`src/rtl/output_serializer_pkg.sv`:
```
// Shared types and constants for the output_serializer slice: FSM state encoding,
// default pixel width and a helper that sizes the column counter.
package output_serializer_pkg;

    localparam int PIX_W_DEFAULT = 8;

    typedef enum logic [1:0] {
        TOP_A = 2'd0,
        TOP_B = 2'd1,
        BOT_A = 2'd2,
        BOT_B = 2'd3
    } state_t;

    // Column counter width, never narrower than one bit.
    function automatic int col_width(input int line_w);
        return (line_w > 1) ? $clog2(line_w) : 1;
    endfunction

endpackage

```
`src/rtl/output_serializer_line_pair_buf.sv`:
```
// Line buffer holding one source line of bottom-row pixel pairs {p10, p11}:
// synchronous write port, asynchronous read port, contents never cleared.
module line_pair_buf
    import output_serializer_pkg::*;
#(
    parameter int PIX_W  = PIX_W_DEFAULT,
    parameter int LINE_W = 16,
    localparam int AW    = col_width(LINE_W)
) (
    input  logic                 clk,
    input  logic                 wr_en,
    input  logic [AW-1:0]        wr_addr,
    input  logic [2*PIX_W-1:0]   wr_data,
    input  logic [AW-1:0]        rd_addr,
    output logic [2*PIX_W-1:0]   rd_data
);

    logic [2*PIX_W-1:0] mem [LINE_W];

    always_ff @(posedge clk) begin
        if (wr_en) begin
            mem[wr_addr] <= wr_data;
        end
    end

    assign rd_data = mem[rd_addr];

endmodule

```
`src/rtl/output_serializer.sv`:
```
// Serializes 2x2 upscaled quads into a raster pixel stream: top row streams out live,
// bottom row is replayed from a line buffer. Optional macro OUTSER_SOF_EN adds in_sof/out_sof/err_sof.
module output_serializer
    import output_serializer_pkg::*;
#(
    parameter int PIX_W  = PIX_W_DEFAULT,
    parameter int LINE_W = 16
) (
    input  logic             clk,
    input  logic             rst,
    input  logic             in_valid,
    output logic             in_ready,
    input  logic [PIX_W-1:0] in_p00,
    input  logic [PIX_W-1:0] in_p01,
    input  logic [PIX_W-1:0] in_p10,
    input  logic [PIX_W-1:0] in_p11,
    output logic             out_valid,
    input  logic             out_ready,
    output logic [PIX_W-1:0] out_pix,
    output logic             out_sol,
    output logic             out_eol
`ifdef OUTSER_SOF_EN
    ,
    input  logic             in_sof,
    output logic             out_sof,
    output logic             err_sof
`endif
);

    localparam int COL_W = col_width(LINE_W);
    localparam logic [COL_W-1:0] COL_LAST = COL_W'(LINE_W - 1);

    state_t             state;
    state_t             state_nxt;
    logic [COL_W-1:0]   col;
    logic [COL_W-1:0]   col_nxt;
    logic [PIX_W-1:0]   hold;
    logic [2*PIX_W-1:0] rd_pair;

    logic               slot_free;
    logic               accept;
    logic               col_first;
    logic               col_last;

    logic               valid_nxt;
    logic [PIX_W-1:0]   pix_nxt;
    logic               sol_nxt;
    logic               eol_nxt;

    assign slot_free = !out_valid || out_ready;
    assign col_first = (col == '0);
    assign col_last  = (col == COL_LAST);
    assign in_ready  = (state == TOP_A) && slot_free && !rst;
    assign accept    = in_valid && in_ready;

    line_pair_buf #(
        .PIX_W  (PIX_W),
        .LINE_W (LINE_W)
    ) u_lbuf (
        .clk     (clk),
        .wr_en   (accept),
        .wr_addr (col),
        .wr_data ({in_p10, in_p11}),
        .rd_addr (col),
        .rd_data (rd_pair)
    );

    // Next-state and output-register load decisions; nothing moves unless the slot is free.
    always_comb begin
        state_nxt = state;
        col_nxt   = col;
        valid_nxt = out_valid;
        pix_nxt   = out_pix;
        sol_nxt   = out_sol;
        eol_nxt   = out_eol;
        case (state)
            TOP_A: begin
                if (accept) begin
                    valid_nxt = 1'b1;
                    pix_nxt   = in_p00;
                    sol_nxt   = col_first;
                    eol_nxt   = 1'b0;
                    state_nxt = TOP_B;
                end else if (slot_free) begin
                    valid_nxt = 1'b0;
                end
            end
            TOP_B: begin
                if (slot_free) begin
                    valid_nxt = 1'b1;
                    pix_nxt   = hold;
                    sol_nxt   = 1'b0;
                    eol_nxt   = col_last;
                    if (col_last) begin
                        col_nxt   = '0;
                        state_nxt = BOT_A;
                    end else begin
                        col_nxt   = col + COL_W'(1);
                        state_nxt = TOP_A;
                    end
                end
            end
            BOT_A: begin
                if (slot_free) begin
                    valid_nxt = 1'b1;
                    pix_nxt   = rd_pair[2*PIX_W-1:PIX_W];
                    sol_nxt   = col_first;
                    eol_nxt   = 1'b0;
                    state_nxt = BOT_B;
                end
            end
            BOT_B: begin
                if (slot_free) begin
                    valid_nxt = 1'b1;
                    pix_nxt   = rd_pair[PIX_W-1:0];
                    sol_nxt   = 1'b0;
                    eol_nxt   = col_last;
                    if (col_last) begin
                        col_nxt   = '0;
                        state_nxt = TOP_A;
                    end else begin
                        col_nxt   = col + COL_W'(1);
                        state_nxt = BOT_A;
                    end
                end
            end
            default: begin
                state_nxt = TOP_A;
            end
        endcase
    end

    always_ff @(posedge clk) begin
        if (rst) begin
            state     <= TOP_A;
            col       <= '0;
            out_valid <= 1'b0;
            out_pix   <= '0;
            out_sol   <= 1'b0;
            out_eol   <= 1'b0;
        end else begin
            state     <= state_nxt;
            col       <= col_nxt;
            out_valid <= valid_nxt;
            out_pix   <= pix_nxt;
            out_sol   <= sol_nxt;
            out_eol   <= eol_nxt;
        end
    end

    // The right-hand top pixel waits here for one slot after its quad is accepted.
    always_ff @(posedge clk) begin
        if (accept) begin
            hold <= in_p01;
        end
    end

`ifdef OUTSER_SOF_EN
    logic sof_nxt;
    logic err_nxt;

    always_comb begin
        sof_nxt = out_sof;
        err_nxt = err_sof;
        if (accept) begin
            sof_nxt = in_sof && col_first;
            err_nxt = err_sof || (in_sof && !col_first);
        end else if (slot_free && (state != TOP_A)) begin
            sof_nxt = 1'b0;
        end
    end

    always_ff @(posedge clk) begin
        if (rst) begin
            out_sof <= 1'b0;
            err_sof <= 1'b0;
        end else begin
            out_sof <= sof_nxt;
            err_sof <= err_nxt;
        end
    end
`endif

endmodule
```
`config.mk`:
```
export PLATFORM = sky130hd
export DESIGN_NAME = output_serializer
export DESIGN_NICKNAME = d
export VERILOG_FILES = /design/src/rtl/output_serializer_pkg.sv /design/src/rtl/output_serializer_line_pair_buf.sv /design/src/rtl/output_serializer.sv
export SDC_FILE = /design/constraint.sdc
export NUM_CORES = 1
export LEC_CHECK = 0
export CORE_ASPECT_RATIO = 0.9
export CORE_UTILIZATION = 36
export CTS_CLUSTER_DIAMETER = 120
export DETAILED_ROUTE_END_ITERATION = 8
export GPL_TIMING_DRIVEN = 0
export HOLD_SLACK_MARGIN = 0.1
export PLACE_DENSITY_LB_ADDON = 0.05
export RECOVER_POWER = 100
export SLEW_MARGIN = 10
export SYNTH_ARGS = -nofsm -noshare
export SYNTH_HDL_FRONTEND = slang
export SYNTH_SLANG_ARGS = --single-unit
```
`constraint.sdc`:
```
create_clock -name clk -period 6.85 [get_ports clk]
set_input_delay 1.37 -clock clk [delete_from_list [all_inputs] [get_ports clk]]
set_output_delay 1.37 -clock clk [all_outputs]
set_load 0.01 [all_outputs]
```
==> run summary, run 1 <==
Post-synthesis sequential area ratio: 74.9%
All-layer global routing usage: 18.7%
Clk slew on worst S/H paths: 0.06 ns
Die W: 188 µm
Outcome: complete, but fails checks
Max-slew headroom: -49.9%
Routed vias: 5688
Mux cell area share after synthesis: 14.9%
Root buffer cell: clkbuf_16
# port buffers: 47
Simple-gate portion of the synthesized area: 5.11%
Largest family of logic cells by synthesized area: multiplexers
Clk buf depth: 3
Hold-fix buffers, CTS: 0
Post-DP Area: 12400 µm²
CTS tree: done
Hold_ws: 0.458 ns
IO Pins: 48
Detail Placement HPWL: 19000 µm
Area occupied by registers: 8350 µm²
CP cell instances: dlygate4sd3_1, nand2b_1, nand2b_1, clkbuf_1, nor3_4, nand2_1, nor2_1, clkbuf_1
Post-synthesis register bit count: 285
Post-synthesis adder-cell area fraction: 0.449%
Worst setup SP type: input pin
Largest net degree at the start of global routing: 17
Crit Path Class: in -> reg
Synth warnings: 0
Core area: 30200 µm²
Cell type with the largest total area after synthesis: edfxtp_1
Area of the multi-input gates: 2610 µm²
Failing checks: max-capacitance violations, max-slew violations
Synth Instances: 575
Nets: 711
Non-Filler Instances: 1096
PD cells: 283 nW/µm²
Core Rows: 60
Synth area leaders: edfxtp_1 (71%), mux4_2 (12%), dfxtp_1 (3.8%), mux4_1 (1.9%), nand2_1 (1.8%)
Worst Skew: 0.0140 ns
Final Hold Vio Count: 0
Share of the synthesized area in the top cell type: 71.1%
Post-CTS setup buffer count: 0
# diodes: 0
First-pass GRT wire length: 42000 µm
Fin util: 43.6%
Total CTS buffers: 31
Htree depth: 1
CTS sink count: 285
ANT nets after route: 0
DR iter-0 viols: 347
Syn_nets: 615
Class of the worst hold path: reg -> reg
Worst-path maximum fanout: 14
Die Footprint: 31700 µm²
Pin slew with the least headroom to its limit: 2.24 ns
Die height: 169 µm
Yosys cell types: 45
Synthesis-to-layout area growth: 18.1%
Worst stage delay on the critical path: 1.07 ns
Worst endpoint required time: 7.02 ns
Cells after DPL: 1041
Initial antenna violation count: 0
CP endpoint kind: flop
Gpl congestion: 0.772
Worst-Skew Late Latency: 0.55 ns
Cell area after layout: 13200 µm²
Minimum clock period: 5.13 ns
Xor-xnor portion of the synthesized cell area: 0.314%
Max-cap violations: 8
WL final: 29000 µm
DR pass1 iterations: 6
Starting Density: 36.9%
Drc violations: 0
Vias per cell: 5.19
Layout cell share with drive strength beyond 1: 17.5%
Filler cell count: 2700
Final worst path period share: 75.0%
EDFF count, synth: 264
Vias in the first global route: 5887
Static Leak: 4.15 nW
Post-synthesis compound-gate area fraction: 2.55%
Setup ws final: 1.72 ns
Ys async rst share: 0%
Avg Cell Area, Syn: 19.4 µm²
Synthesized area: 11100 µm²
Crit-path slowest cell: nor2_1
Max-slew violations: 136
Max Freq: 0.195 GHz
Maximum vdd drop: 197 µV
Post-Place Worst Slack: 1.62 ns
Worst path arrival time: 5.30 ns
Resize count post-CTS: 0
Wirelength per Cell: 26.4 µm
RSZ-0062 raised after global routing: false
Total congestion overflow: 0
Ys flop type: edfxtp_1
# setup viols final: 0
power breakdown:
part / switching, mW / internal [mW]
Combinational: 0.109 / 0.0941
Sequential: 0.00764 / 1.92
Clock: 0.649 / 0.950
area by class of cell:
| cell class | count | area share, % |
|---|---|---|
| Clock buffer | 45 | 6.92 |
| Sequential cell | 285 | 63.4 |
| Multi-Input combinational cell | 255 | 19.8 |
| Clock inverter | 10 | 0.541 |
| Timing Repair Buffer | 63 | 4.03 |
| Buffer | 29 | 1.34 |
| Inverter | 6 | 0.171 |
| Tap cell | 403 | 3.83 |
worst max-delay path, delay by kind of cell:
family,cells,cell delay [ns]
buffers and inverters,3,1.55
AND/OR/NAND/NOR,5,2.37
flip-flops by register name (all words and copies together), names as in the netlist, named ones only:
signal,cells
hold,8
state,2
out_sol,1
out_eol,1
out_pix,8
col,4
out_valid,1
u_lbuf.mem,256
placed cells by master, fill, tap and decap left out, types with 2 or more instances in the layout:
cell,count
mux2i_1,9
buf_1,2
a221oi_1,2
o21ai_0,8
clkinv_2,6
mux4_1,8
a21oi_1,6
nand3_1,5
a22oi_1,4
nor2b_1,4
inv_1,5
dlygate4sd3_1,38
nand2b_1,8
nor2_1,32
nand2_1,52
mux4_2,58
clkbuf_8,4
a32oi_1,3
nor3_1,13
clkinv_1,4
dfxtp_1,21
mux2_2,5
buf_12,2
clkbuf_1,40
clkbuf_16,33
ha_1,4
edfxtp_1,264
buf_4,2
buf_2,4
and3_1,2
clkdlybuf4s50_1,9
o211ai_1,6
o311a_1,3
or2_2,2
buf_6,3
nand4_1,5
xnor2_1,3
stage by stage:
step,power (mW),TNS (ns)
global placement,2.17,-31.65
CTS,3.78,0
detailed placement,2.18,0
floorplan,2.08,0
finish,3.73,0
global route,3.84,0
routing by layer:
metal  track usage (%)  share of wire (%)
met4              4.98                2.7
met3              3.52                6.9
met1              26.8                 44
met2              29.5                 46
met5                 0                  0
worst paths after layout:
path / from / endpoint / slack [ns] / cells after the start
setup / recovery: out_ready / u_lbuf.mem[4][0] / 1.72 / 8
setup reg to reg: out_valid / u_lbuf.mem[4][0] / 2.81 / 7
hold / removal: out_sol / out_sol / 0.46 / 2
hold reg to reg: out_sol / out_sol / 0.46 / 2
cells in the mapped netlist (4+ instances only):
library cell,instances
nand3_1,5
o211ai_1,6
nand2b_1,8
mux4_1,8
a21oi_1,6
dfxtp_1,21
ha_1,4
nor3_1,13
inv_1,5
o21ai_0,8
clkbuf_1,15
mux4_2,58
a22oi_1,4
mux2_2,5
nand4_1,5
edfxtp_1,264
nand2_1,52
nor2b_1,4
nor2_1,32
mux2i_1,9
buf_2,5
kinds of logic after synthesis:
logic type / count (synthesis)
simple gates: 127
xor+xnor: 4
compound gates: 40
mux: 80
buf+inv: 35
flops: 285
fa+ha+maj: 4
Power figures use the tool's default switching activity.
==> inputs of run 2 (changes only) <==
==> constraint.sdc (replaced) <==
create_clock -name clk -period 4.43 [get_ports clk]
set_input_delay 0.886 -clock clk [delete_from_list [all_inputs] [get_ports clk]]
set_output_delay 0.886 -clock clk [all_outputs]
set_load 0.01 [all_outputs]
==> run 2 against run 1 <==
Against the previous run: the flow now finishes without violations; sequential power increased by 54%; wire length hardly changed; clock power up 55%; critical path type unchanged.
==> run summary, run 2 (synthesized netlist as in run 1, its figures left out) <==
Outcome: completed
IO Pins: 48 (unchanged)
Worst endpoint required time: 4.68 ns (-2.34 ns)
Static Leak: 4.23 nW (+2.0%)
Max reg flops: 256 (unchanged)
Htree depth: 1 (unchanged)
Clk buf depth: 3 (unchanged)
Detail Placement HPWL: 19000 µm (unchanged)
Final Hold Vio Count: 0 (unchanged)
Largest register by flop count: u_lbuf.mem
Pin slew with the least headroom to its limit: 1.00 ns (-1.24 ns)
Largest net degree at the start of global routing: 17 (unchanged)
Vias in the first global route: 5887 (unchanged)
Routed met1 length: 13300 µm (+3.5%)
Post-Place Worst Slack: -0.321 ns (-1.94 ns)
Worst-path maximum fanout: 14 (unchanged)
# port buffers: 47 (unchanged)
Worst Skew: 0.0150 ns (+0.00106 ns)
Setup ws final: 0.478 ns (-1.24 ns)
Minimum clock period: 3.95 ns
Commonest non-fill, non-tap cell in the layout: edfxtp_1
CTS tree: done
Wirelength per Cell: 26.4 µm (about the same)
Die height: 169 µm (unchanged)
# diodes: 0 (unchanged)
Max Freq: 0.253 GHz
Max-cap violations: 0 (-8)
Non-Filler Instances: 1096 (unchanged)
Top Metal Used: met4
Worst stage delay on the critical path: 0.85 ns (-0.22 ns)
Die Footprint: 31700 µm² (unchanged)
Resize count post-CTS: 0 (unchanged)
Starting Density: 36.9% (unchanged)
Total CTS buffers: 31 (unchanged)
Core area: 30200 µm² (unchanged)
Routed vias: 5719 (+0.55%)
Layout cell share with drive strength beyond 1: 21.5% (+4.0 points)
PD cells: 432 nW/µm² (+53%)
RSZ-0062 raised after global routing: false
Detailed-routed wire length on met3: 1590 µm (-21%)
Post-CTS setup buffer count: 0 (unchanged)
Crit-path slowest cell: nor2_2
Class of the worst hold path: reg -> reg
Worst setup SP type: input pin
Most frequent cells in the layout: edfxtp_1 (264), mux4_2 (58), nand2_1 (52), dlygate4sd3_1 (38), clkbuf_16 (33)
Core Rows: 60 (unchanged)
Met2 routed WL: 13400 µm (+0.28%)
Total congestion overflow: 0 (unchanged)
Clk slew on worst S/H paths: 0.06 ns (about the same)
# setup viols final: 0 (unchanged)
Final setup TNS: 0 ns (unchanged)
Worst path arrival time: 4.21 ns (-1.09 ns)
Gpl congestion: 0.772 (unchanged)
DR pass1 iterations: 5 (-1)
Drc violations: 0 (unchanged)
WL final: 29000 µm (about the same)
CP cell instances: dlygate4sd3_1, nand2b_1, nand2b_1, clkbuf_1, nor3_4, nand2_1, nor2_2, buf_16
DR iter-0 viols: 422 (+22%)
All-layer global routing usage: 18.7% (unchanged)
CP dominant cell by count: nand2b_1
CP endpoint kind: flop
Regs by FF count: u_lbuf.mem (256), hold (8), out_pix (8)
Vias per cell: 5.22 (+0.55%)
Initial antenna violation count: 0 (unchanged)
First-pass GRT wire length: 42000 µm (unchanged)
ANT nets after route: 0 (unchanged)
Nets: 711 (unchanged)
Die W: 188 µm (unchanged)
Hold-fix buffers, CTS: 0 (unchanged)
CTS sink count: 285 (unchanged)
Root buffer cell: clkbuf_16
Worst-Skew Late Latency: 0.55 ns (about the same)
Crit Path Class: in -> reg
Synthesis-to-layout area growth: 19.8%
Max-slew headroom: 33.3% (+83 points)
Maximum vdd drop: 305 µV (+55%)
Final worst path period share: 89.2%
Max-slew violations: 0 (-100%)
Cells after DPL: 1041 (unchanged)
## run 2: power breakdown
part	switching [mW]	internal, mW
Combinational	0.170	0.147
Sequential	0.0118	2.97
Clock	1.01	1.47
## run 2: worst paths after layout
path | start | endpoint | slack (ns) | depth (start not counted)
worst max-delay path | out_ready | u_lbuf.mem[4][0] | 0.48 | 8
worst min-delay path | out_sol | out_sol | 0.46 | 2
worst min register to register | out_sol | out_sol | 0.46 | 2
worst max register to register | flop | out_pix[4] | 1.01 | 8
## run 2: final cells by class
class / count / area (µm²)
fill: 2655 / 16800
sequential: 285 / 8350
multi-input combinational: 255 / 2700
clock buffer: 45 / 911
timing repair buffer: 63 / 619
tap: 403 / 504
buffer: 29 / 175
clock inverter: 10 / 71.3
inverter: 6 / 22.5
## run 2: metrics by stage
step | total power, mW | hold WS [ns] | cell area, µm² | utilization (%)
after floorplan | 3.21 | 0.476 | 11100 | -
after global placement | 3.36 | 0.447 | 12100 | 40.2
after detailed placement | 3.37 | 0.459 | 12400 | 41.2
after CTS | 5.84 | 0.465 | 13400 | 44.5
after global routing | 5.95 | 0.491 | 13400 | 44.2
final | 5.77 | 0.459 | 13400 | 44.2
## run 2: critical path: cells and delay by family
| kind | cells | cell delay (ns) |
|---|---|---|
| buf+inv | 3 | 1.07 |
| simple gates | 5 | 2.23 |
## run 2: layer usage
layer	global-route usage, %	up-vias
met5	0	-
met4	4.98	0
met3	3.52	43
met2	29.5	145
met1	26.8	3011
li1	-	2520
==> inputs of run 3 (changes only) <==
--- a/config.mk
+++ b/config.mk
@@ -6,11 +6,12 @@
 export NUM_CORES = 1
 export LEC_CHECK = 0
 export CORE_ASPECT_RATIO = 0.9
-export CORE_UTILIZATION = 36
+export CORE_UTILIZATION = 49
 export CTS_CLUSTER_DIAMETER = 120
 export DETAILED_ROUTE_END_ITERATION = 8
 export GPL_TIMING_DRIVEN = 0
 export HOLD_SLACK_MARGIN = 0.1
+export MAX_ROUTING_LAYER = met4
 export PLACE_DENSITY_LB_ADDON = 0.05
 export RECOVER_POWER = 100
 export SLEW_MARGIN = 10
==> run 3 against run 2 <==
Against the previous run: utilization grew 15 points; count of clock-buffer cells in the layout shrank 6; fmax down 6.3%; cell count fell by 10%; via count is 1.8% higher; sequential cell count did not move; design area decreased by 1.8%; setup slack lost 0.26 ns; global-route usage increased by 5.1 points; sequential share of layout area increased by 1.2 points; critical path depth stayed put; clock skew shrank 0.0058 ns; largest cell class unchanged; largest power group unchanged.
==> run summary, run 3 (synthesized netlist as in run 1, its figures left out) <==
CTS tree: done
Vias per cell: 5.92 (+14%)
Clk buf depth: 3 (unchanged)
Met2 routed WL: 12600 µm (-6.0%)
IO Pins: 48 (unchanged)
Final Hold Vio Count: 0 (unchanged)
WL final: 26200 µm (-9.6%)
Core Rows: 51 (-15%)
Outcome: completed
Largest register by flop count: u_lbuf.mem
Most frequent cells in the layout: edfxtp_1 (264), mux4_2 (58), nand2_1 (52), dlygate4sd3_1 (37), clkbuf_16 (29)
ANT nets after route: 0 (unchanged)
Drc violations: 0 (unchanged)
Final setup TNS: 0 ns (unchanged)
Max Freq: 0.237 GHz (-6.3%)
Total CTS buffers: 29 (-6.5%)
# setup viols final: 0 (unchanged)
First-pass GRT wire length: 38900 µm (-7.3%)
Maximum vdd drop: 371 µV (+22%)
Worst-path maximum fanout: 14 (unchanged)
Hold_ws: 0.469 ns (+0.0100 ns)
# port buffers: 47 (unchanged)
Vias in the first global route: 5982 (+1.6%)
Top Metal Used: met4
Worst Skew: 0.00919 ns (-0.00583 ns)
Synthesis-to-layout area growth: 17.6%
Worst setup SP type: input pin
Clk slew on worst S/H paths: 0.06 ns (about the same)
Detailed-routed wire length on met3: 1850 µm (+16%)
Regs by FF count: u_lbuf.mem (256), hold (8), out_pix (8)
Pin slew with the least headroom to its limit: 1.07 ns (+0.0700 ns)
Crit Path Class: in -> reg
DR pass1 iterations: 5 (unchanged)
Detail Placement HPWL: 17500 µm (-8.2%)
Commonest non-fill, non-tap cell in the layout: edfxtp_1
Worst endpoint required time: 4.63 ns (-0.05 ns)
Nets: 709 (-0.28%)
RSZ-0062 raised after global routing: false
Die height: 145 µm (-14%)
Routed vias: 5823 (+1.8%)
Htree depth: 1 (unchanged)
Final worst path period share: 95.2% (+6.0 points)
Worst path arrival time: 4.42 ns (+0.21 ns)
CTS sink count: 285 (unchanged)
Layout cell share with drive strength beyond 1: 20.7% (-0.84 points)
All-layer global routing usage: 23.8% (+5.1 points)
Static Leak: 4.19 nW (-0.91%)
Gpl congestion: 0.802 (+4.0%)
Class of the worst hold path: reg -> reg
Core area: 22000 µm² (-27%)
# diodes: 0 (unchanged)
Starting Density: 50.8% (+14 points)
Wirelength per Cell: 26.6 µm (+0.77%)
Max reg flops: 256 (unchanged)
Die Footprint: 23400 µm² (-26%)
Resize count post-CTS: 0 (unchanged)
PD cells: 434 nW/µm² (+0.53%)
Fin util: 59.7% (+15 points)
Total congestion overflow: 0 (unchanged)
Die W: 161 µm (-14%)
Initial antenna violation count: 0 (unchanged)
DR iter-0 viols: 503 (+19%)
Largest net degree at the start of global routing: 17 (unchanged)
Routed met1 length: 11200 µm (-16%)
Hold-fix buffers, CTS: 0 (unchanged)
Max-slew violations: 0 (unchanged)
Max-cap violations: 0 (unchanged)
Max-slew headroom: 28.3% (-5.1 points)
Post-DP Area: 12200 µm² (-1.6%)
Root buffer cell: clkbuf_16
CP endpoint kind: flop
Cell area after layout: 13100 µm² (-1.8%)
Minimum clock period: 4.22 ns (+0.264 ns)
Post-CTS setup buffer count: 0 (unchanged)
Worst-Skew Late Latency: 0.54 ns (about the same)
[run 3: cell types whose count changed in the layout (fill, tap and decap cells not counted), sizes merged]
cell and change:
clkdlybuf4s50 +1, buf -5, bufinv +3, inv +1, clkinv +1, dlygate4sd3 -1
clkbuf -1
[run 3: area by class of cell]
| type | instances | area (µm²) |
|---|---|---|
| fillers | 1626 | 8840 |
| well taps | 291 | 364 |
| flip-flops and latches | 285 | 8350 |
| plain buffers | 29 | 175 |
| clock inverters | 15 | 175 |
| multi-input cells | 255 | 2660 |
| inverters | 6 | 22.5 |
| clock buffers | 39 | 763 |
| repair buffers | 63 | 598 |
[run 3: stage by stage]
step / cells / total power [mW] / setup slack [ns]
floorplan: 575 / 3.21 / 0.753
global placement: 913 / 3.34 / -2.14
detailed placement: 929 / 3.35 / -0.284
CTS: 983 / 5.74 / 0.315
global route: 983 / 5.85 / 0.0699
finish: 983 / 5.69 / 0.214
[run 3: worst paths after layout]
kind / startpoint / slack, ns / depth (start not counted) / to
worst min register to register: out_sol / 0.47 / 2 / out_sol
worst max-delay path: out_ready / 0.21 / 8 / u_lbuf.mem[5][9]
worst min-delay path: out_sol / 0.47 / 2 / out_sol
worst max register to register: out_valid / 0.76 / 7 / u_lbuf.mem[5][9]
[run 3: power breakdown]
group	total (mW)	switching (mW)	internal [mW]
logic	0.308	0.163	0.146
registers	2.98	0.0122	2.96
clock network	2.41	0.970	1.44
total	5.69	1.15	4.55
[run 3: metal layers]
metal	up-vias	global-route usage [%]
met5	-	-
li1	2529	-
met2	240	36.6
met3	42	3.49
met4	0	5.61
met1	3012	34.1
[run 3: critical path: stages]
cell,delay [ns]
clkdlybuf4s50_1,0.48
nand2b_1,0.25
nand2b_1,0.08
clkbuf_1,0.26
nor3_2,0.92
nand2_1,0.40
nor2_2,0.69
clkbuf_2,0.45
